<file path="src/rtl/serial_adder_if.sv">
// Handshake/result bundle for serial_adder; the cin member exists only when
// SERIAL_ADDER_CIN_EN is defined. WIDTH must match the adder's WIDTH.
interface serial_adder_if #(
    parameter int WIDTH = 8
);
    logic             start;
    logic [WIDTH-1:0] a;
    logic [WIDTH-1:0] b;
`ifdef SERIAL_ADDER_CIN_EN
    logic             cin;
`endif
    logic             busy;
    logic             done;
    logic [WIDTH-1:0] sum;
    logic             cout;

`ifdef SERIAL_ADDER_CIN_EN
    modport master (output start, a, b, cin, input busy, done, sum, cout);
    modport slave  (input start, a, b, cin, output busy, done, sum, cout);
`else
    modport master (output start, a, b, input busy, done, sum, cout);
    modport slave  (input start, a, b, output busy, done, sum, cout);
`endif
endinterface

</file>
<file path="src/rtl/serial_adder.sv">
// Bit-serial unsigned adder, one bit per clock, LSB first, WIDTH cycles per add.
// Define SERIAL_ADDER_CIN_EN to add a cin input used as the initial carry.
module serial_adder #(
    parameter int WIDTH = 8
) (
    input  logic          clk,
    input  logic          reset,
    serial_adder_if.slave bus
);
    localparam int CW = $clog2(WIDTH);

    typedef enum logic [1:0] {IDLE, SHIFT, DONE} state_t;

    state_t           state_q, state_d;
    logic [WIDTH-1:0] a_q, b_q, psum_q, sum_q;
    logic [CW-1:0]    cnt_q;
    logic             carry_q, cout_q;
    logic             load, step, last;
    logic             s_bit, c_next, cin_bit;

`ifdef SERIAL_ADDER_CIN_EN
    assign cin_bit = bus.cin;
`else
    assign cin_bit = 1'b0;
`endif

    assign s_bit  = a_q[0] ^ b_q[0] ^ carry_q;
    assign c_next = (a_q[0] & b_q[0]) | (carry_q & (a_q[0] ^ b_q[0]));

    always_comb begin
        // NOTE: every output of this block gets a default first so no path leaves a latch.
        state_d = state_q;
        load    = 1'b0;
        step    = 1'b0;
        last    = 1'b0;
        case (state_q)
            IDLE, DONE: begin
                if (bus.start) begin
                    load    = 1'b1;
                    state_d = SHIFT;
                end else begin
                    state_d = IDLE;
                end
            end
            SHIFT: begin
                // start is deliberately not looked at here: a busy adder ignores requests.
                step = 1'b1;
                if (cnt_q == CW'(WIDTH - 1)) begin
                    last    = 1'b1;
                    state_d = DONE;
                end
            end
            default: state_d = IDLE;
        endcase
    end

    // NOTE: sequential state uses non-blocking assignments so all flops update together.
    always_ff @(posedge clk or posedge reset) begin
        if (reset) state_q <= IDLE;
        else       state_q <= state_d;
    end

    always_ff @(posedge clk or posedge reset) begin
        if (reset) begin
            a_q     <= '0;
            b_q     <= '0;
            psum_q  <= '0;
            carry_q <= 1'b0;
            cnt_q   <= '0;
            sum_q   <= '0;
            cout_q  <= 1'b0;
        end else if (load) begin
            a_q     <= bus.a;
            b_q     <= bus.b;
            carry_q <= cin_bit;
            cnt_q   <= '0;
        end else if (step) begin
            a_q     <= a_q >> 1;
            b_q     <= b_q >> 1;
            psum_q  <= {s_bit, psum_q[WIDTH-1:1]};
            carry_q <= c_next;
            cnt_q   <= cnt_q + CW'(1);
            // The visible result only changes once the final bit is in.
            if (last) begin
                sum_q  <= {s_bit, psum_q[WIDTH-1:1]};
                cout_q <= c_next;
            end
        end
    end

    assign bus.busy = (state_q == SHIFT);
    assign bus.done = (state_q == DONE);
    assign bus.sum  = sum_q;
    assign bus.cout = cout_q;
endmodule

</file>
<file path="src/flat_wrapper.sv">
// flat-port wrapper written by rule: the top's interface ports become plain ports
module serial_adder_flat 
#(
    parameter int WIDTH = 8
)
  (clk, reset, bus_start, bus_a, bus_b, bus_busy, bus_done, bus_sum, bus_cout);
  serial_adder_if #(.WIDTH(WIDTH)) bus_i ();
  input  logic clk;
  input  logic reset;
  input wire logic [$bits(bus_i.start)-1:0] bus_start;
  input wire logic [$bits(bus_i.a)-1:0] bus_a;
  input wire logic [$bits(bus_i.b)-1:0] bus_b;
  output wire logic [$bits(bus_i.busy)-1:0] bus_busy;
  output wire logic [$bits(bus_i.done)-1:0] bus_done;
  output wire logic [$bits(bus_i.sum)-1:0] bus_sum;
  output wire logic [$bits(bus_i.cout)-1:0] bus_cout;
  assign bus_i.start = bus_start;
  assign bus_i.a = bus_a;
  assign bus_i.b = bus_b;
  assign bus_busy = bus_i.busy;
  assign bus_done = bus_i.done;
  assign bus_sum = bus_i.sum;
  assign bus_cout = bus_i.cout;
  serial_adder #(.WIDTH(WIDTH)) u_core (.clk(clk), .reset(reset), .bus(bus_i));
endmodule
</file>
<file path="config.mk">
export PLATFORM = sky130hd
export DESIGN_NAME = serial_adder_flat
export DESIGN_NICKNAME = d
export VERILOG_FILES = /design/src/rtl/serial_adder_if.sv /design/src/rtl/serial_adder.sv /design/src/flat_wrapper.sv
export SDC_FILE = /design/constraint.sdc
export NUM_CORES = 1
export LEC_CHECK = 0
export CAP_MARGIN = 30
export CORE_MARGIN = 8
export CORE_UTILIZATION = 35
export CTS_BUF_LIST = sky130_fd_sc_hd__clkbuf_4 sky130_fd_sc_hd__clkbuf_8 sky130_fd_sc_hd__clkbuf_16
export CTS_CLUSTER_SIZE = 28
export DETAILED_ROUTE_END_ITERATION = 10
export SLEW_MARGIN = 40
export SYNTH_ARGS = -nofsm -noshare
export SYNTH_HDL_FRONTEND = slang
export SYNTH_SLANG_ARGS = --single-unit
</file>
<file path="constraint.sdc">
create_clock -name clk -period 3 [get_ports clk]
set_input_delay 0.75 -clock clk [delete_from_list [all_inputs] [get_ports clk]]
set_output_delay 0.75 -clock clk [all_outputs]
set_load 0.005 [all_outputs]
</file>
=== Word-level counts from Yosys, hierarchy flattened ===
Cells that the tools add are included.

* Register bits: 39
* Input bits: 19
* Output and inout port bits: 11

* Mux-type cells: 16
* Bitwise operators: 6
* Eq/ne operators: 4
* $add $sub $neg: 1
* Reduce and logical (&&, ||, !) cells: 5

{| class="wikitable"
|+ Operators with widths
! operator !! count
|-
| two-way mux 8 bit || 4
|-
| two-way mux 1 bit || 8
|-
| two-way mux 3 bit || 2
|-
| case mux 2 bit (2 select lines) || 1
|-
| adder 3 x 1 -> 3 bit (second input constant) || 1
|-
| == test 3 bit (second input constant) || 1
|-
| AND reduction 3 bit || 1
|-
| AND 1 bit || 2
|-
| == test 2 x 1 -> 1 bit (second input constant) || 1
|-
| == test 2 bit (second input constant) || 1
|-
| zero test 2 bit || 1
|-
| two-way mux 2 bit || 1
|-
| inequality test 2 x 1 -> 1 bit (second input constant) || 1
|-
| AND reduction 2 bit || 1
|-
| nonzero test 2 bit || 1
|-
| OR reduction 2 bit || 1
|-
| bitwise XOR 1 bit || 2
|-
| inverter 1 bit || 1
|-
| bitwise OR 1 bit || 1
|}

=== Logic depth before layout (Yosys ltp) ===
Gate-level depths: netlist (run 1).

* Depth in word-level cells: 5
* Mapped depth: 5

=== Least setup slack after synthesis (run 1) ===
OpenSTA, ideal clock, no wires.

* Path type: register to output
* Start point: register u_core.state_q[1]
* End point: output bus_done
* Arrival: 0.846 ns
* Path buffers: 2
* Path slack: 1.404 ns
* Data required time: 2.250 ns
* Cell stages (with the launch flop): 4
* Cells stage by stage: dfrtp_1 buf_6 buf_2 nor2b_1

* Longest elaborated chain between the ends: 1

{| class="wikitable"
|+ Ends and longest elaborated chain
! item !! RTL line !! text
|-
| start: declaration || serial_adder.sv:14 || <nowiki>state_t state_q, state_d;</nowiki>
|-
| start signal: assignment || serial_adder.sv:60 || <nowiki>else state_q <= state_d;</nowiki>
|-
| == test 2 bit || serial_adder.sv:92 || <nowiki>assign bus.done = (state_q == DONE);</nowiki>
|-
| end: declaration || flat_wrapper.sv:14 || <nowiki>output wire logic [$bits(bus_i.done)-1:0] bus_done;</nowiki>
|}

No other way between the ends.

=== Final worst setup path (run 1) ===
* Start point: register u_core.state_q[0]
* End point: output bus_done

Same word-level chain as after synthesis.

==> qor.yml, run 1 <==
worst_slack_ns: 0.649
drv_cap: 0
die-height_um: 87.7
clkLatencyLatePin_ns: 0.28
wl_met2_um: 1630
gr-total-overflow: 0
grt_pass1_vias: 1308
grt_max_degree: 39
path_class: "reg2out"
antenna-diode-count: 0
worst_slew_pin_slew_ns: 0.519
hp-class: "reg2reg"
clock-sinks: 38
htree_levels: 2
ant_nets: 0
max_freq_mhz: 425
ys_warn_count: 0
routed_wl_um: 3520
die_x_um: 87.7
core_mm2: 0.00504
start_util_pct: 35.7
synth.yosys.seq_area_share_pct: 52.9
critPathRequiredTime_ns: 2.25
ctsHoldBuffers: 0
power_frac_seq_pct: 43.1
fin_nets: 211
syn2layout_area_growth_pct: 24.5
fillerInstances: 481
synth_top_area_share_pct: 52.9
gp_congestion: 0.756
p_leak_nw: 0.999
critPathArrivalTime_ns: 1.60
outcome: "completed"
cts_root_buffer: "clkbuf_8"
vias: 1224
placed_area_mm2: 0.00216
path_max_fanout: 32
drtPass1Iterations: 3
synth_area_leaders: "dfrtp_1 53%, mux2_4 7.5%, mux2i_1 6.1%"
wl_met1_um: 1640
antenna_found_initial: 0
drive_gt1_share_pct: 13.8
fin_hold_ws_ns: 0.493
wl_met3_um: 201
syn_nets: 179
cts_max_path_buffers: 2
rsz0062_at_grt: "no"
numCtsBuffers: 5
grt_pass1_wl_um: 6370
clkTransAtPathRegs_ns: 0.07
fin_crit_sh_pct: 78.4
synth_area_mm2: 0.00180
drv_slew: 0
worst_ir_drop_vdd_uv: 356
dieArea_mm2: 0.00769
p_clk_share_pct: 15.5
io_buffers: 29
final_area_mm2: 0.00224
synth_area_leader_cell: "dfrtp_1"
hpwl_um: 2480
post-cts-setup-buffers: 0
combPwrFrac_pct: 41.4
num_rows: 26
min_period_ns: 2.35
cts_tree: "yes"
wl_per_cell_um: 13.6
finClkSkew_ns: 0.00682
start_kind: "flip-flop"
drc: 0
first_iter_violations: 45
final_util_pct: 44.4
vias_per_cell: 4.73
ys_types: 27
ys_ff_latch: 38
highest_layer: "met4"
endpoint_kind: "primary output"
num_io_pins: 30
setup_viol: 0
power_switching_uw: 724
syn_area_per_cell_um2: 11.5
pwr_density_cell_mw_per_mm2: 949
postSynthCellCount: 157
post_cts_resized: 0
worst_slew_margin_rel_pct: 65.3
dp_slack_ns: 0.628
hold_viol_final: 0
tns_ns: 0
internal-power_mw: 1.40
grtUsageTotal_pct: 10.4
swShare_pct: 34.1
==> cells in the mapped netlist <==
cell type,number
a211oi_1,9
inv_1,6
nand2_1,23
clkbuf_1,1
mux2i_1,11
a21o_1,1
clkinv_4,1
o22ai_1,4
and2_1,1
nand2b_4,1
mux2_2,3
nor2b_1,10
mux2_4,9
buf_6,1
ha_1,2
a22o_1,3
fa_1,1
nand2_8,1
o21ai_0,5
xnor2_1,1
nand3_1,2
buf_2,6
nor2_1,1
nand3b_1,1
nand2b_1,2
dfrtp_1,38
a21oi_1,13
==> worst max-delay path, stage by stage, from the launching register on <==
cell and delay, ns:
dfrtp_1 0.42, buf_4 0.24, nor2b_1 0.14, clkdlybuf4s50_1 0.51
==> kinds of logic (layout without fill, tap and decap cells) <==
group                    after synthesis  after routing  share of synthesized area, %
multiplexers                          23             23                          15.5
adder cells (fa/ha/maj)                3              3                          2.50
XOR/XNOR                               1              1                         0.487
AND/OR/NAND/NOR                       42             42                          12.4
flip-flops                            38             38                          52.9
AO/OA/AOI/OAI                         35             35                          12.0
buffers and inverters                 15             47                          4.24
==> path summary, 6_finish.rpt <==
check | slack [ns] | endpoint | startpoint | cells after the start
setup / recovery | 0.65 | bus_done | u_core.state_q[0] | 3
hold / removal | 0.49 | u_core.psum_q[1] | u_core.psum_q[1] | 2
setup reg to reg | 1.51 | u_core.a_q[6] | u_core.state_q[0] | 4
hold reg to reg | 0.49 | u_core.psum_q[1] | u_core.psum_q[1] | 2
max in group asynchronous | 1.77 | u_core.carry_q | reset | 3
min in group asynchronous | 0.89 | u_core.bus.sum[1] | reset | 3
==> per-stage QoR <==
step	cells	power, mW
5_1_grt	259	2.33
3_3_place_gp	252	1.78
4_1_cts	259	2.16
6_report	259	2.13
3_5_place_dp	252	1.82
2_1_floorplan	157	1.53
==> flip-flops by register name, summed over array words and instances, names as in the netlist <==
signal and cells:
u_core.a_q 8, u_core.bus.cout 1, u_core.cnt_q 3, u_core.state_q 2
u_core.bus.sum 8, u_core.psum_q 7, u_core.carry_q 1, u_core.b_q 8
==> power groups by stage <==
| stage | clock network [mW] | logic [mW] | registers (mW) |
|---|---|---|---|
| final | 0.329 | 0.881 | 0.916 |
| after global placement | 0 | 0.860 | 0.915 |
| after CTS | 0.342 | 0.900 | 0.919 |
| after floorplan | 0 | 0.632 | 0.894 |
| after detailed placement | 0 | 0.896 | 0.929 |
| after global routing | 0.367 | 1.00 | 0.956 |
==> layout make-up <==
class | count | area [um^2] | share of cell area (%)
clock inverter | 2 | 10.0 | 0.447
multi-input combinational | 104 | 772 | 34.4
tap | 70 | 87.6 | 3.91
sequential | 38 | 951 | 42.4
inverter | 7 | 31.3 | 1.40
timing repair buffer | 33 | 320 | 14.3
clock buffer | 5 | 68.8 | 3.07
==> per-layer routing <==
layer  track usage [%]  vias up
met1              13.0      579
met3              3.47        7
met4              3.28        0
met5                 0        -
li1                  -      610
met2              16.3       28
==> placed cells by master, fill, tap and decap left out <==
| master | instances |
|---|---|
| a22o_1 | 3 |
| fa_1 | 1 |
| nand2b_4 | 1 |
| a211oi_1 | 9 |
| ha_1 | 2 |
| nand2b_1 | 2 |
| mux2_4 | 9 |
| nand3_1 | 2 |
| nand3b_1 | 1 |
| mux2i_1 | 11 |
| clkinv_4 | 1 |
| o21ai_0 | 5 |
| inv_1 | 6 |
| clkbuf_8 | 5 |
| and2_1 | 1 |
| buf_4 | 4 |
| a21oi_1 | 13 |
| a21o_1 | 1 |
| o22ai_1 | 4 |
| clkinv_2 | 2 |
| nor2_1 | 1 |
| dfrtp_1 | 38 |
| xnor2_1 | 1 |
| nand2_8 | 1 |
| mux2_2 | 3 |
| nand2_1 | 23 |
| clkdlybuf4s50_1 | 29 |
| nor2b_1 | 10 |
(Power assumes the default switching activity.)
==> run 2: changes to the inputs <==
clock period = 2.25 ns   (was 3 ns; I/O delays follow)
==> run 2 against run 1 <==
  * Combinational power is 34% higher
  * Hold slack worse by 0.0010 ns
  * Routed wire length fell by 1.1%
  * Non-clock buffer count rose by 1
  * Power up 46%
  * Critical path type unchanged
  * Critical endpoint is now bus_busy
==> qor.yml, run 2 (synthesized netlist as in run 1, its figures left out) <==
outcome: "completed"
ant_nets: 0  # unchanged
finClkSkew_ns: 0.0130  # +0.00617 ns
antenna_found_initial: 0  # unchanged
core_mm2: 0.00504  # unchanged
numCtsBuffers: 5  # unchanged
min_period_ns: 2.14
tns_ns: 0  # unchanged
placed_area_mm2: 0.00217  # +0.35%
hpwl_um: 2420  # -2.6%
clock-sinks: 38  # unchanged
die-height_um: 87.7  # unchanged
grt_max_degree: 39  # unchanged
path_class: "reg2out"
io_buffers: 29  # unchanged
drv_slew: 0  # unchanged
num_rows: 26  # unchanged
fin_nets: 212  # +0.47%
routed_wl_um: 3490  # -1.1%
post-cts-setup-buffers: 0  # unchanged
final_cells: 261  # +0.77%
die_x_um: 87.7  # unchanged
path_max_fanout: 14  # -56%
cts_max_path_buffers: 2  # unchanged
antenna-diode-count: 0  # unchanged
critPathArrivalTime_ns: 1.58  # -0.02 ns
clkLatencyLatePin_ns: 0.30  # +0.02 ns
dieArea_mm2: 0.00769  # unchanged
drtPass1Iterations: 4  # +1
drv_cap: 0  # unchanged
fin_crit_sh_pct: 95.2
grt_pass1_wl_um: 5950  # -6.6%
hp-class: "reg2reg"
wl_per_cell_um: 13.4  # -1.8%
setup_viol: 0  # unchanged
drc: 0  # unchanged
critPathRequiredTime_ns: 1.69  # -0.56 ns
start_util_pct: 35.7  # unchanged
max_freq_mhz: 467
syn2layout_area_growth_pct: 28.2
p_leak_nw: 1.03  # +2.9%
rsz0062_at_grt: "no"
vias_per_cell: 4.67  # -1.1%
cts_root_buffer: "clkbuf_8"
cts_tree: "yes"
worst_slew_margin_rel_pct: 68.0  # +2.8 points
mostFrequentLayoutCells: "38 x dfrtp_1, 29 x clkdlybuf4s50_1, 23 x nand2_1, 13 x a21oi_1, 11 x mux2i_1"
hold_viol_final: 0  # unchanged
grtUsageTotal_pct: 9.85  # -0.54 points
num_io_pins: 30  # unchanged
fin_hold_ws_ns: 0.492  # -0.00100 ns
start_kind: "flip-flop"
gr-total-overflow: 0  # unchanged
vias: 1220  # -0.33%
worst_ir_drop_vdd_uv: 591  # +66%
ctsHoldBuffers: 0  # unchanged
worst_slew_pin_slew_ns: 0.479  # -0.0400 ns
layout_commonest_cell: "dfrtp_1"
gp_congestion: 0.731  # -3.3%
first_iter_violations: 19  # -58%
grt_pass1_vias: 1302  # -0.46%
endpoint_kind: "primary output"
fillerInstances: 476  # -1.0%
final_area_mm2: 0.00231  # +3.0%
htree_levels: 2  # unchanged
post_cts_resized: 0  # unchanged
drive_gt1_share_pct: 14.7  # +0.90 points
final_util_pct: 45.8  # +1.3 points
pwr_density_cell_mw_per_mm2: 1340  # +42%
dp_cells: 253  # +0.40%
clkTransAtPathRegs_ns: 0.09  # +0.02 ns
-- run 2: changes by cell type in the layout (fill, tap and decap cells not counted) --
| cell | before | now |
|---|---|---|
| bufinv_16 | 0 | 2 |
| clkinv_2 | 2 | 0 |
| buf_4 | 4 | 5 |
| clkinv_4 | 1 | 2 |
-- run 2: layer usage --
layer | part of all wire, % | wire [um] | global-route usage (%) | up-vias
met5 | 0 | 0 | 0 | -
met4 | 1.8 | 61 | 4.22 | 0
met3 | 5.5 | 193 | 3.19 | 7
met2 | 45 | 1560 | 15.4 | 31
met1 | 48 | 1670 | 12.1 | 572
li1 | - | - | - | 610
-- run 2: worst paths after layout --
path / from / end / cells past startpoint / slack (ns)
setup / recovery: u_core.state_q[1] / bus_busy / 3 / 0.11
hold / removal: u_core.psum_q[1] / u_core.psum_q[1] / 2 / 0.49
setup reg to reg: u_core.state_q[0] / u_core.a_q[5] / 4 / 0.78
hold reg to reg: u_core.psum_q[1] / u_core.psum_q[1] / 2 / 0.49
max in group asynchronous: reset / u_core.cnt_q[2] / 3 / 1.23
min in group asynchronous: reset / u_core.bus.sum[2] / 3 / 0.67
-- run 2: final cells by class --
| class | count | area [um^2] | area share (%) |
|---|---|---|---|
| clock inverter | 3 | 68.8 | 2.98 |
| multi-input combinational | 104 | 772 | 33.5 |
| tap | 70 | 87.6 | 3.80 |
| inverter | 7 | 31.3 | 1.36 |
| clock buffer | 5 | 68.8 | 2.98 |
| timing repair buffer | 34 | 328 | 14.2 |
| sequential | 38 | 951 | 41.2 |
-- run 2: power breakdown --
| part | internal, mW | switching, mW | total [mW] | leakage, nW |
|---|---|---|---|---|
| combinational | 0.660 | 0.518 | 1.18 | 0.495 |
| clock | 0.444 | 0.255 | 0.699 | 0.0683 |
| sequential | 1.00 | 0.218 | 1.22 | 0.464 |
-- run 2: stage by stage --
step | setup slack, ns | total power, mW
4_1_cts | 0.107 | 3.14
3_3_place_gp | 0.473 | 2.38
5_1_grt | 0.0560 | 3.34
3_5_place_dp | 0.423 | 2.43
6_report | 0.108 | 3.10
2_1_floorplan | 0.827 | 2.03
-- run 2: worst max-delay path, cell delays in order (launching register included) --
cell,delay [ns]
dfrtp_1,0.41
nand2b_4,0.22
clkinv_4,0.13
clkdlybuf4s50_1,0.51
==> run 3: changes to the inputs <==
CORE_MARGIN = not set   (was 8)
CTS_CLUSTER_SIZE = not set   (was 28)
==> run 3 against run 2 <==
  * Critical path depth unchanged
  * Register-to-register slack worse by 0.03 ns
  * Count of clock-buffer cells in the layout up 2
==> qor.yml, run 3 (synthesized netlist as in run 1, its figures left out) <==
tns_ns: 0  # unchanged
min_period_ns: 2.10  # -0.0406 ns
post_cts_resized: 0  # unchanged
worst_slew_pin_slew_ns: 0.482  # +0.00274 ns
first_iter_violations: 47  # +28
worst_slack_ns: 0.148  # +0.0406 ns
worst_ir_drop_vdd_uv: 430  # -27%
drc: 0  # unchanged
post-cts-setup-buffers: 0  # unchanged
cts_max_path_buffers: 2  # unchanged
htree_levels: 2  # unchanged
hold_viol_final: 0  # unchanged
drv_slew: 0  # unchanged
critPathRequiredTime_ns: 1.69  # about the same
clock-sinks: 38  # unchanged
cts_tree: "yes"
start_kind: "flip-flop"
num_io_pins: 30  # unchanged
finClkSkew_ns: 0.00640  # -0.00659 ns
startpoint: "u_core.state_q[1]"
path_class: "reg2out"
outcome: "completed"
pwr_density_cell_mw_per_mm2: 1320  # -2.0%
worstReg2RegEnd: "u_core.a_q[4]"
clkLatencyLatePin_ns: 0.29  # about the same
rsz0062_at_grt: "no"
dieArea_mm2: 0.00543  # -29%
hp-class: "reg2reg"
drtPass1Iterations: 4  # unchanged
regToRegSetupSlack_ns: 0.75  # -0.03 ns
antenna_found_initial: 0  # unchanged
clkTransAtPathRegs_ns: 0.07  # -0.02 ns
endpoint_kind: "primary output"
dp_slack_ns: 0.447  # +0.0232 ns
die_x_um: 73.7  # -16%
core_mm2: 0.00485  # -3.8%
critPathArrivalTime_ns: 1.54  # -0.04 ns
layout_commonest_cell: "dfrtp_1"
grtUsageTotal_pct: 13.7  # +3.9 points
hpwl_um: 2320  # -4.0%
fin_crit_sh_pct: 93.4  # -1.8 points
syn2layout_area_growth_pct: 26.7
vias: 1236  # +1.3%
fin_hold_ws_ns: 0.505  # +0.0137 ns
gr-total-overflow: 0  # unchanged
worst_slew_margin_rel_pct: 67.9  # -0.18 points
max_freq_mhz: 476  # +1.9%
p_leak_nw: 1.02  # -0.88%
ctsHoldBuffers: 0  # unchanged
grt_pass1_vias: 1208  # -7.2%
reg2reg_from: "u_core.state_q[0]"
ff2ff_path_depth: 4  # unchanged
fin_nets: 212  # unchanged
ant_nets: 0  # unchanged
grt_max_degree: 39  # unchanged
fillerInstances: 429  # -9.9%
drive_gt1_share_pct: 14.7  # unchanged
num_rows: 25  # -3.8%
cts_root_buffer: "clkbuf_8"
mostFrequentLayoutCells: "38 x dfrtp_1, 29 x clkdlybuf4s50_1, 23 x nand2_1, 13 x a21oi_1, 11 x mux2i_1"
vias_per_cell: 4.79  # +2.5%
routed_wl_um: 3240  # -7.0%
gp_congestion: 0.733  # +0.26%
die-height_um: 73.7  # -16%
drv_cap: 0  # unchanged
io_buffers: 29  # unchanged
numCtsBuffers: 5  # unchanged
wl_per_cell_um: 12.6  # -5.9%
setup_viol: 0  # unchanged
antenna-diode-count: 0  # unchanged
grt_pass1_wl_um: 5550  # -6.6%
start_util_pct: 37.1  # +1.4 points
crit_end: "bus_busy"
path_max_fanout: 14  # unchanged
-- run 3: cell count changes in the layout (fill, tap and decap cells not counted) --
cell       previous run  this run
bufinv_16             2         1
clkbuf_4              0         2
clkinv_4              2         1
-- run 3: worst min path at each step --
| stage | start | end | slack (ns) | depth (start not counted) |
|---|---|---|---|---|
| 6_report | u_core.psum_q[6] | u_core.psum_q[5] | 0.51 | 2 |
| 5_1_grt | u_core.a_q[6] | u_core.a_q[6] | 0.53 | 1 |
| 3_5_place_dp | u_core.psum_q[6] | u_core.psum_q[5] | 0.49 | 2 |
| 2_1_floorplan | u_core.psum_q[1] | u_core.psum_q[1] | 0.45 | 2 |
| 4_1_cts | u_core.a_q[6] | u_core.a_q[6] | 0.51 | 1 |
| 3_3_place_gp | u_core.a_q[6] | u_core.a_q[6] | 0.47 | 1 |
-- run 3: layer usage --
metal / track usage (%) / vias to the layer above / part of all wire (%)
met5: 0 / - / 0
met4: 7.69 / 0 / 1.9
met3: 3.70 / 7 / 3.9
met2: 22.1 / 33 / 48
met1: 16.6 / 586 / 46
li1: - / 610 / -
-- run 3: through the flow --
stage / total power [mW] / utilization [%] / instances / cell area, um^2
global placement: 2.37 / 44.7 / 250 / 2170
finish: 3.00 / 47.0 / 258 / 2280
CTS: 3.03 / 47.0 / 258 / 2280
detailed placement: 2.44 / 44.7 / 250 / 2170
global route: 3.23 / 47.0 / 258 / 2280
floorplan: 2.03 / - / 157 / 1800
-- run 3: final cells by class --
| type | count | area [um^2] | share of cell area (%) |
|---|---|---|---|
| clock inverter | 1 | 30.0 | 1.32 |
| inverter | 7 | 31.3 | 1.37 |
| clock buffer | 7 | 83.8 | 3.68 |
| timing repair buffer | 34 | 328 | 14.4 |
| tap | 67 | 83.8 | 3.68 |
| sequential | 38 | 951 | 41.7 |
| multi-input combinational | 104 | 772 | 33.9 |
-- run 3: report_power, final --
part / switching, mW / leakage (nW) / internal (mW) / total, mW
combinational: 0.517 / 0.495 / 0.663 / 1.18
clock: 0.236 / 0.0593 / 0.356 / 0.592
sequential: 0.224 / 0.464 / 1.01 / 1.23
total: 0.977 / 1.02 / 2.02 / 3.00
-- run 3: critical path, stage by stage, from the launching register on --
cell and delay, ns:
dfrtp_1 0.39, nand2b_4 0.22, clkinv_4 0.13, clkdlybuf4s50_1 0.51
